--- src/rtl/ro_puf_pkg.sv ---
// Shared types and constants for the ring-oscillator PUF reader.
// Challenge layout is {idx_a, idx_b}, with idx_b in the low field.
package ro_puf_pkg;

  typedef enum logic [1:0] {
    ST_IDLE    = 2'd0,
    ST_SETTLE  = 2'd1,
    ST_COUNT   = 2'd2,
    ST_COMPARE = 2'd3
  } state_e;

  localparam int N_RO_DEF   = 16;
  localparam int IDX_W_DEF  = 4;
  localparam int CHAL_B_LSB = 0;

  function automatic int chal_a_lsb(input int idx_w);
    return idx_w;
  endfunction

endpackage

--- src/rtl/ro_edge_counter.sv ---
// Synchronises one raw oscillator output, detects rising edges and
// accumulates them in a saturating counter while cnt_en is high.
module ro_edge_counter #(
  parameter int CNT_W = 16
) (
  input  logic             clk,
  input  logic             rst_n,
  input  logic             clr,
  input  logic             cnt_en,
  input  logic             ro_in,
  output logic [CNT_W-1:0] count
);

  logic             sync0_q, sync0_d;
  logic             sync1_q, sync1_d;
  logic             prev_q, prev_d;
  logic [CNT_W-1:0] cnt_q, cnt_d;
  logic             rise;

  always_comb begin
    sync0_d = ro_in;
    sync1_d = sync0_q;
    prev_d  = sync1_q;
    rise    = sync1_q & ~prev_q;
    cnt_d   = cnt_q;
    if (clr) begin
      cnt_d = '0;
    end else if (cnt_en && rise && (cnt_q != {CNT_W{1'b1}})) begin
      cnt_d = cnt_q + CNT_W'(1);
    end
  end

  always_ff @(posedge clk or negedge rst_n) begin
    if (!rst_n) begin
      sync0_q <= 1'b0;
      sync1_q <= 1'b0;
      prev_q  <= 1'b0;
      cnt_q   <= '0;
    end else begin
      sync0_q <= sync0_d;
      sync1_q <= sync1_d;
      prev_q  <= prev_d;
      cnt_q   <= cnt_d;
    end
  end

  assign count = cnt_q;

endmodule

--- src/rtl/ro_puf_reader.sv ---
// RO PUF measurement front-end: enables a challenged oscillator pair, counts
// both over a fixed window and reports which one ran faster.
//
// state      | meaning
// IDLE       | waiting for start; results held
// SETTLE     | pair enabled, counters held at 0
// COUNT      | pair enabled, synchronised edges counted
// COMPARE    | pair disabled, results registered, done pulsed
module ro_puf_reader
  import ro_puf_pkg::*;
#(
  parameter int N_RO       = N_RO_DEF,
  parameter int IDX_W      = IDX_W_DEF,
  parameter int SETTLE_CYC = 16,
  parameter int WINDOW     = 1024,
  parameter int CNT_W      = 16
) (
  input  logic               clk,
  input  logic               rst_n,
  input  logic               start,
  input  logic [2*IDX_W-1:0] challenge,
  output logic [N_RO-1:0]    ro_en,
  input  logic [N_RO-1:0]    ro_out,
  output logic               busy,
  output logic               done,
  output logic               response,
  output logic               tie,
  output logic               err,
  output logic [CNT_W-1:0]   count_a,
  output logic [CNT_W-1:0]   count_b
);

  localparam int A_LSB   = chal_a_lsb(IDX_W);
  localparam int TMR_MAX = (SETTLE_CYC > WINDOW) ? SETTLE_CYC : WINDOW;
  localparam int TMR_W   = $clog2(TMR_MAX + 1);

  function automatic logic [N_RO-1:0] pair_mask(input logic [IDX_W-1:0] a,
                                                input logic [IDX_W-1:0] b);
    logic [N_RO-1:0] m;
    m    = '0;
    m[a] = 1'b1;
    m[b] = 1'b1;
    return m;
  endfunction

  state_e             state_q, state_d;
  logic [TMR_W-1:0]   timer_q, timer_d;
  logic [2*IDX_W-1:0] chal_q, chal_d;
  logic [N_RO-1:0]    ro_en_q, ro_en_d;
  logic               done_q, done_d;
  logic               resp_q, resp_d;
  logic               tie_q, tie_d;
  logic               err_q, err_d;
  logic [CNT_W-1:0]   cnt_a_q, cnt_a_d;
  logic [CNT_W-1:0]   cnt_b_q, cnt_b_d;

  logic [IDX_W-1:0]   in_a, in_b, idx_a, idx_b;
  logic [CNT_W-1:0]   live_a, live_b;
  logic               clr, cnt_en;

  assign in_a   = challenge[A_LSB +: IDX_W];
  assign in_b   = challenge[CHAL_B_LSB +: IDX_W];
  assign idx_a  = chal_q[A_LSB +: IDX_W];
  assign idx_b  = chal_q[CHAL_B_LSB +: IDX_W];
  assign cnt_en = (state_q == ST_COUNT);

  ro_edge_counter #(.CNT_W(CNT_W)) u_cnt_a (
    .clk    (clk),
    .rst_n  (rst_n),
    .clr    (clr),
    .cnt_en (cnt_en),
    .ro_in  (ro_out[idx_a]),
    .count  (live_a)
  );

  ro_edge_counter #(.CNT_W(CNT_W)) u_cnt_b (
    .clk    (clk),
    .rst_n  (rst_n),
    .clr    (clr),
    .cnt_en (cnt_en),
    .ro_in  (ro_out[idx_b]),
    .count  (live_b)
  );

  always_comb begin
    state_d = state_q;
    timer_d = timer_q;
    chal_d  = chal_q;
    ro_en_d = ro_en_q;
    done_d  = 1'b0;
    resp_d  = resp_q;
    tie_d   = tie_q;
    err_d   = err_q;
    cnt_a_d = cnt_a_q;
    cnt_b_d = cnt_b_q;
    clr     = 1'b0;
    case (state_q)
      ST_IDLE: begin
        if (start) begin
          chal_d = challenge;
          clr    = 1'b1;
          if (in_a == in_b) begin
            state_d = ST_COMPARE;
          end else begin
            state_d = ST_SETTLE;
            timer_d = TMR_W'(SETTLE_CYC - 1);
            ro_en_d = pair_mask(in_a, in_b);
          end
        end
      end
      ST_SETTLE: begin
        if (timer_q == '0) begin
          state_d = ST_COUNT;
          timer_d = TMR_W'(WINDOW - 1);
        end else begin
          timer_d = timer_q - TMR_W'(1);
        end
      end
      ST_COUNT: begin
        if (timer_q == '0) begin
          state_d = ST_COMPARE;
          ro_en_d = '0;
        end else begin
          timer_d = timer_q - TMR_W'(1);
        end
      end
      ST_COMPARE: begin
        state_d = ST_IDLE;
        ro_en_d = '0;
        done_d  = 1'b1;
        // A degenerate challenge reports zero counts regardless of counter state.
        if (idx_a == idx_b) begin
          err_d   = 1'b1;
          resp_d  = 1'b0;
          tie_d   = 1'b0;
          cnt_a_d = '0;
          cnt_b_d = '0;
        end else begin
          err_d   = 1'b0;
          resp_d  = (live_a > live_b);
          tie_d   = (live_a == live_b);
          cnt_a_d = live_a;
          cnt_b_d = live_b;
        end
      end
      default: state_d = ST_IDLE;
    endcase
  end

  always_ff @(posedge clk or negedge rst_n) begin
    if (!rst_n) begin
      state_q <= ST_IDLE;
      timer_q <= '0;
      chal_q  <= '0;
      ro_en_q <= '0;
      done_q  <= 1'b0;
      resp_q  <= 1'b0;
      tie_q   <= 1'b0;
      err_q   <= 1'b0;
      cnt_a_q <= '0;
      cnt_b_q <= '0;
    end else begin
      state_q <= state_d;
      timer_q <= timer_d;
      chal_q  <= chal_d;
      ro_en_q <= ro_en_d;
      done_q  <= done_d;
      resp_q  <= resp_d;
      tie_q   <= tie_d;
      err_q   <= err_d;
      cnt_a_q <= cnt_a_d;
      cnt_b_q <= cnt_b_d;
    end
  end

  assign ro_en    = ro_en_q;
  assign busy     = (state_q != ST_IDLE);
  assign done     = done_q;
  assign response = resp_q;
  assign tie      = tie_q;
  assign err      = err_q;
  assign count_a  = cnt_a_q;
  assign count_b  = cnt_b_q;

endmodule

--- config.mk ---
export PLATFORM = sky130hd
export DESIGN_NAME = ro_puf_reader
export DESIGN_NICKNAME = d
export VERILOG_FILES = /design/src/rtl/ro_puf_pkg.sv /design/src/rtl/ro_edge_counter.sv /design/src/rtl/ro_puf_reader.sv
export SDC_FILE = /design/constraint.sdc
export NUM_CORES = 1
export LEC_CHECK = 0
export CORE_UTILIZATION = 64
export CTS_CLUSTER_SIZE = 10
export DETAILED_ROUTE_END_ITERATION = 7
export DONT_BUFFER_PORTS = 1
export PLACE_DENSITY = 0.9
export SLEW_MARGIN = 20
export SYNTH_ARGS = -nofsm -noshare
export SYNTH_HDL_FRONTEND = slang
export SYNTH_SLANG_ARGS = --single-unit
--- constraint.sdc ---
create_clock -name clk -period 2.48 [get_ports clk]
set_clock_uncertainty 0.1 [all_clocks]
set_input_delay 0.496 -clock clk [delete_from_list [all_inputs] [get_ports clk]]
set_output_delay 0.496 -clock clk [all_outputs]
set_load 0.005 [all_outputs]
==> results.sh <==
export IMPL_drive_gt1_share_pct=8.69
export IMPL_die_h_um=98.0
export IMPL_slew_headroom_pct=58.9
export IMPL_synth_top_area_share_pct=47.1
export IMPL_worstSetupStartpointType="flip-flop"
export IMPL_finalSetupTns_ns=0
export IMPL_rsz0062_at_grt="no"
export IMPL_min_path_type="in -> async"
export IMPL_tritoncts="done"
export IMPL_num_vias=4703
export IMPL_antenna_found_initial=0
export IMPL_drtAntennaViolNets=0
export IMPL_cts_buffers_inserted=9
export IMPL_crit_arrival_ns=2.51
export IMPL_grt_pass1_vias=4663
export IMPL_p_leak_nw=2.74
export IMPL_clk_insertion_delay_late_ns=0.37
export IMPL_met1_usage_pct=34.6
export IMPL_syn_instance_count=589
export IMPL_grt_pass1_wl_um=22200
export IMPL_synthTopCellsByArea="dfrtp_1 47%, ha_1 5.3%, a22o_1 4.9%"
export IMPL_period_minus_slack_ns=2.31
export IMPL_post_route_drc_count=8
export IMPL_drt_total_wl_um=13400
export IMPL_finalCritPeriodShare_pct=93.0
export IMPL_critPathCaptureType="flip-flop"
export IMPL_initialDrtViolationCount=280
export IMPL_synth_cell_types=56
export IMPL_portBuffers=0
export IMPL_path_max_fanout=5
export IMPL_setup_viol=0
export IMPL_htreeDepth=3
export IMPL_violations="design-rule violations, negative hold slack"
export IMPL_critPathKind="reg -> reg"
export IMPL_yosys_warnings=0
export IMPL_top_usage_layer="met2"
export IMPL_area_growth_pct=6.15
export IMPL_async_reset_ff_share_pct=100
export IMPL_finalMaxSlewViolations=0
export IMPL_timing_hold_ws_ns=-0.295
export IMPL_detail_route_wl_per_cell_um=19.3
export IMPL_finalHoldViolCount=111
export IMPL_required_ns=2.68
export IMPL_clockBufferDepth=2
export IMPL_syn_nets=641
export IMPL_hpwl_um=9260
export IMPL_yosysSeqAreaShare_pct=47.1
export IMPL_synth_area_um2=5900
export IMPL_ios=80
export IMPL_peakVddDrop_mv=0.612
export IMPL_grtUsageMet2_pct=50.8
export IMPL_cts_root_buf="clkbuf_8"
export IMPL_grt_overflow=0
export IMPL_status="finished, violations left"
export IMPL_met3_usage_pct=7.59
export IMPL_vias_per_cell=6.77
export IMPL_worst_pin_slew_ns=0.611
export IMPL_core_um2=8810
export IMPL_synth_edf_count=0
export IMPL_synthFlopType="dfrtp_1"
export IMPL_track_usage_pct=29.1
export IMPL_syn_area_per_cell_um2=10.0
export IMPL_clock_sinks=111
export IMPL_yosys_register_bits=111
export IMPL_nets=636
export IMPL_grt_max_degree=112
export IMPL_num_antenna_cells=0
export IMPL_max_freq_mhz=434
export IMPL_die_area_um2=9610
export IMPL_timing_max_cap_violations=0
export IMPL_rows=34
export IMPL_post_cts_buffers=0
export IMPL_die_x_um=98.0
export IMPL_clk_pin_slew_ns=0.10
export IMPL_synth_top_cell_by_area="dfrtp_1"
export IMPL_start_util_pct=67.0
export IMPL_first_pass_iters=8
export IMPL_gp_congestion=0.902
export IMPL_p_per_area_nw_per_um2=950
## registers in the layout, summed over array words and instances, names as in the netlist
name             flops
count_a             16
count_b             16
ro_en               16
u_cnt_a.count       16
u_cnt_b.count       16
timer_q             11
chal_q               8
state_q              2
done                 1
err                  1
response             1
tie                  1
u_cnt_a.prev_d       1
u_cnt_a.prev_q       1
u_cnt_a.sync0_q      1
u_cnt_b.prev_d       1
u_cnt_b.prev_q       1
u_cnt_b.sync0_q      1
## logic make-up (layout without fill, tap and decap cells)
logic type      Yosys count  count (layout)  share of synthesized area, %
simple gates            207             207                          17.5
compound gates          152             152                          18.0
flops                   111             111                          47.1
buf+inv                  51              49                          3.39
xor+xnor                 30              30                          4.45
fa+ha+maj                25              25                          5.30
mux                      13              13                          4.33
## final timing paths
path	from	endpoint	slack (ns)	cells past startpoint
worst max-delay path	state_q[0]	u_cnt_b.count[12]	0.17	7
worst min-delay path	rst_n	count_a[9]	-0.30	0
worst max register to register	state_q[0]	u_cnt_b.count[12]	0.17	7
worst min register to register	u_cnt_b.sync0_q	u_cnt_b.prev_d	0.27	0
max in group asynchronous	rst_n	done	2.37	0
min in group clk	challenge[4]	chal_q[4]	0.12	2
## through the flow
stage | utilization (%) | cell area (um2) | std cells | worst slack, ns | power [mW]
3_5_place_dp | 68.2 | 6010 | 681 | 0.127 | 4.58
5_1_grt | 71.1 | 6260 | 695 | 0.0619 | 6.29
6_report | 71.1 | 6260 | 695 | 0.174 | 5.95
4_1_cts | 71.0 | 6260 | 695 | 0.0968 | 5.92
2_1_floorplan | - | 5900 | 589 | 0.399 | 4.07
3_3_place_gp | 68.2 | 6010 | 681 | 0.295 | 4.46
## what timing repair did
item / CTS / global route
setup endpoints to repair: 0 / 9
hold endpoints to repair: 111 / 111
resized for setup: 0 / 1
## area by class of cell
type                    instances  area (um2)
inverters                      26        97.6
flip-flops and latches        111        2780
multi-input cells             427        2940
well taps                     108         135
repair buffers                  9        67.6
clock inverters                 4         120
clock buffers                  10         128
fillers                       631        2540
## synth_stat cells (all sizes together), types with 3 or more instances
master / instances
dfrtp: 111
nand2: 73
nor2: 43
o21ai: 38
a22o: 33
a21oi: 27
inv: 26
ha: 25
nand3: 19
clkbuf: 18
xnor2: 18
nand4: 14
xor2: 12
nor3: 11
mux4: 10
o22ai: 10
or3: 9
nand2b: 8
buf: 7
or2: 7
nor4: 6
o211ai: 6
o32ai: 6
o2111ai: 5
o22a: 5
and2: 4
or4: 4
a21o: 3
a2bb2oi: 3
mux2i: 3
## worst max-delay path: stages (launching register included)
cell and delay (ns):
dfrtp_1 0.42, inv_1 0.12, ha_1 0.18, inv_1 0.14, nor3b_4 0.39, nand4_1 0.25
or4_1 0.46, a21oi_1 0.17
## power by group
group          leakage (nW)  internal [mW]  switching, mW
Clock                 0.122          0.763          0.586
Sequential             1.50           2.22          0.447
Combinational          1.12          0.804           1.13
## per-layer routing
layer,vias up,wire (um)
li1,2139,-
met1,2296,5270
met2,231,6840
met3,37,972
met4,0,338
met5,-,0
## cell usage in the layout, fill, tap and decap left out, types with 7 or more instances in the layout
master / n
o21ai_0: 36
nand3_1: 19
or2_2: 7
o22ai_1: 9
nand2_1: 73
or3_1: 7
xnor2_1: 18
mux4_2: 10
clkbuf_8: 9
dfrtp_1: 111
nand2b_1: 8
a22o_1: 33
xor2_1: 12
nand4_1: 14
a21oi_1: 27
ha_1: 25
nor2_1: 43
nor3_1: 11
buf_4: 9
inv_1: 25
Power figures use the tool's default switching activity.
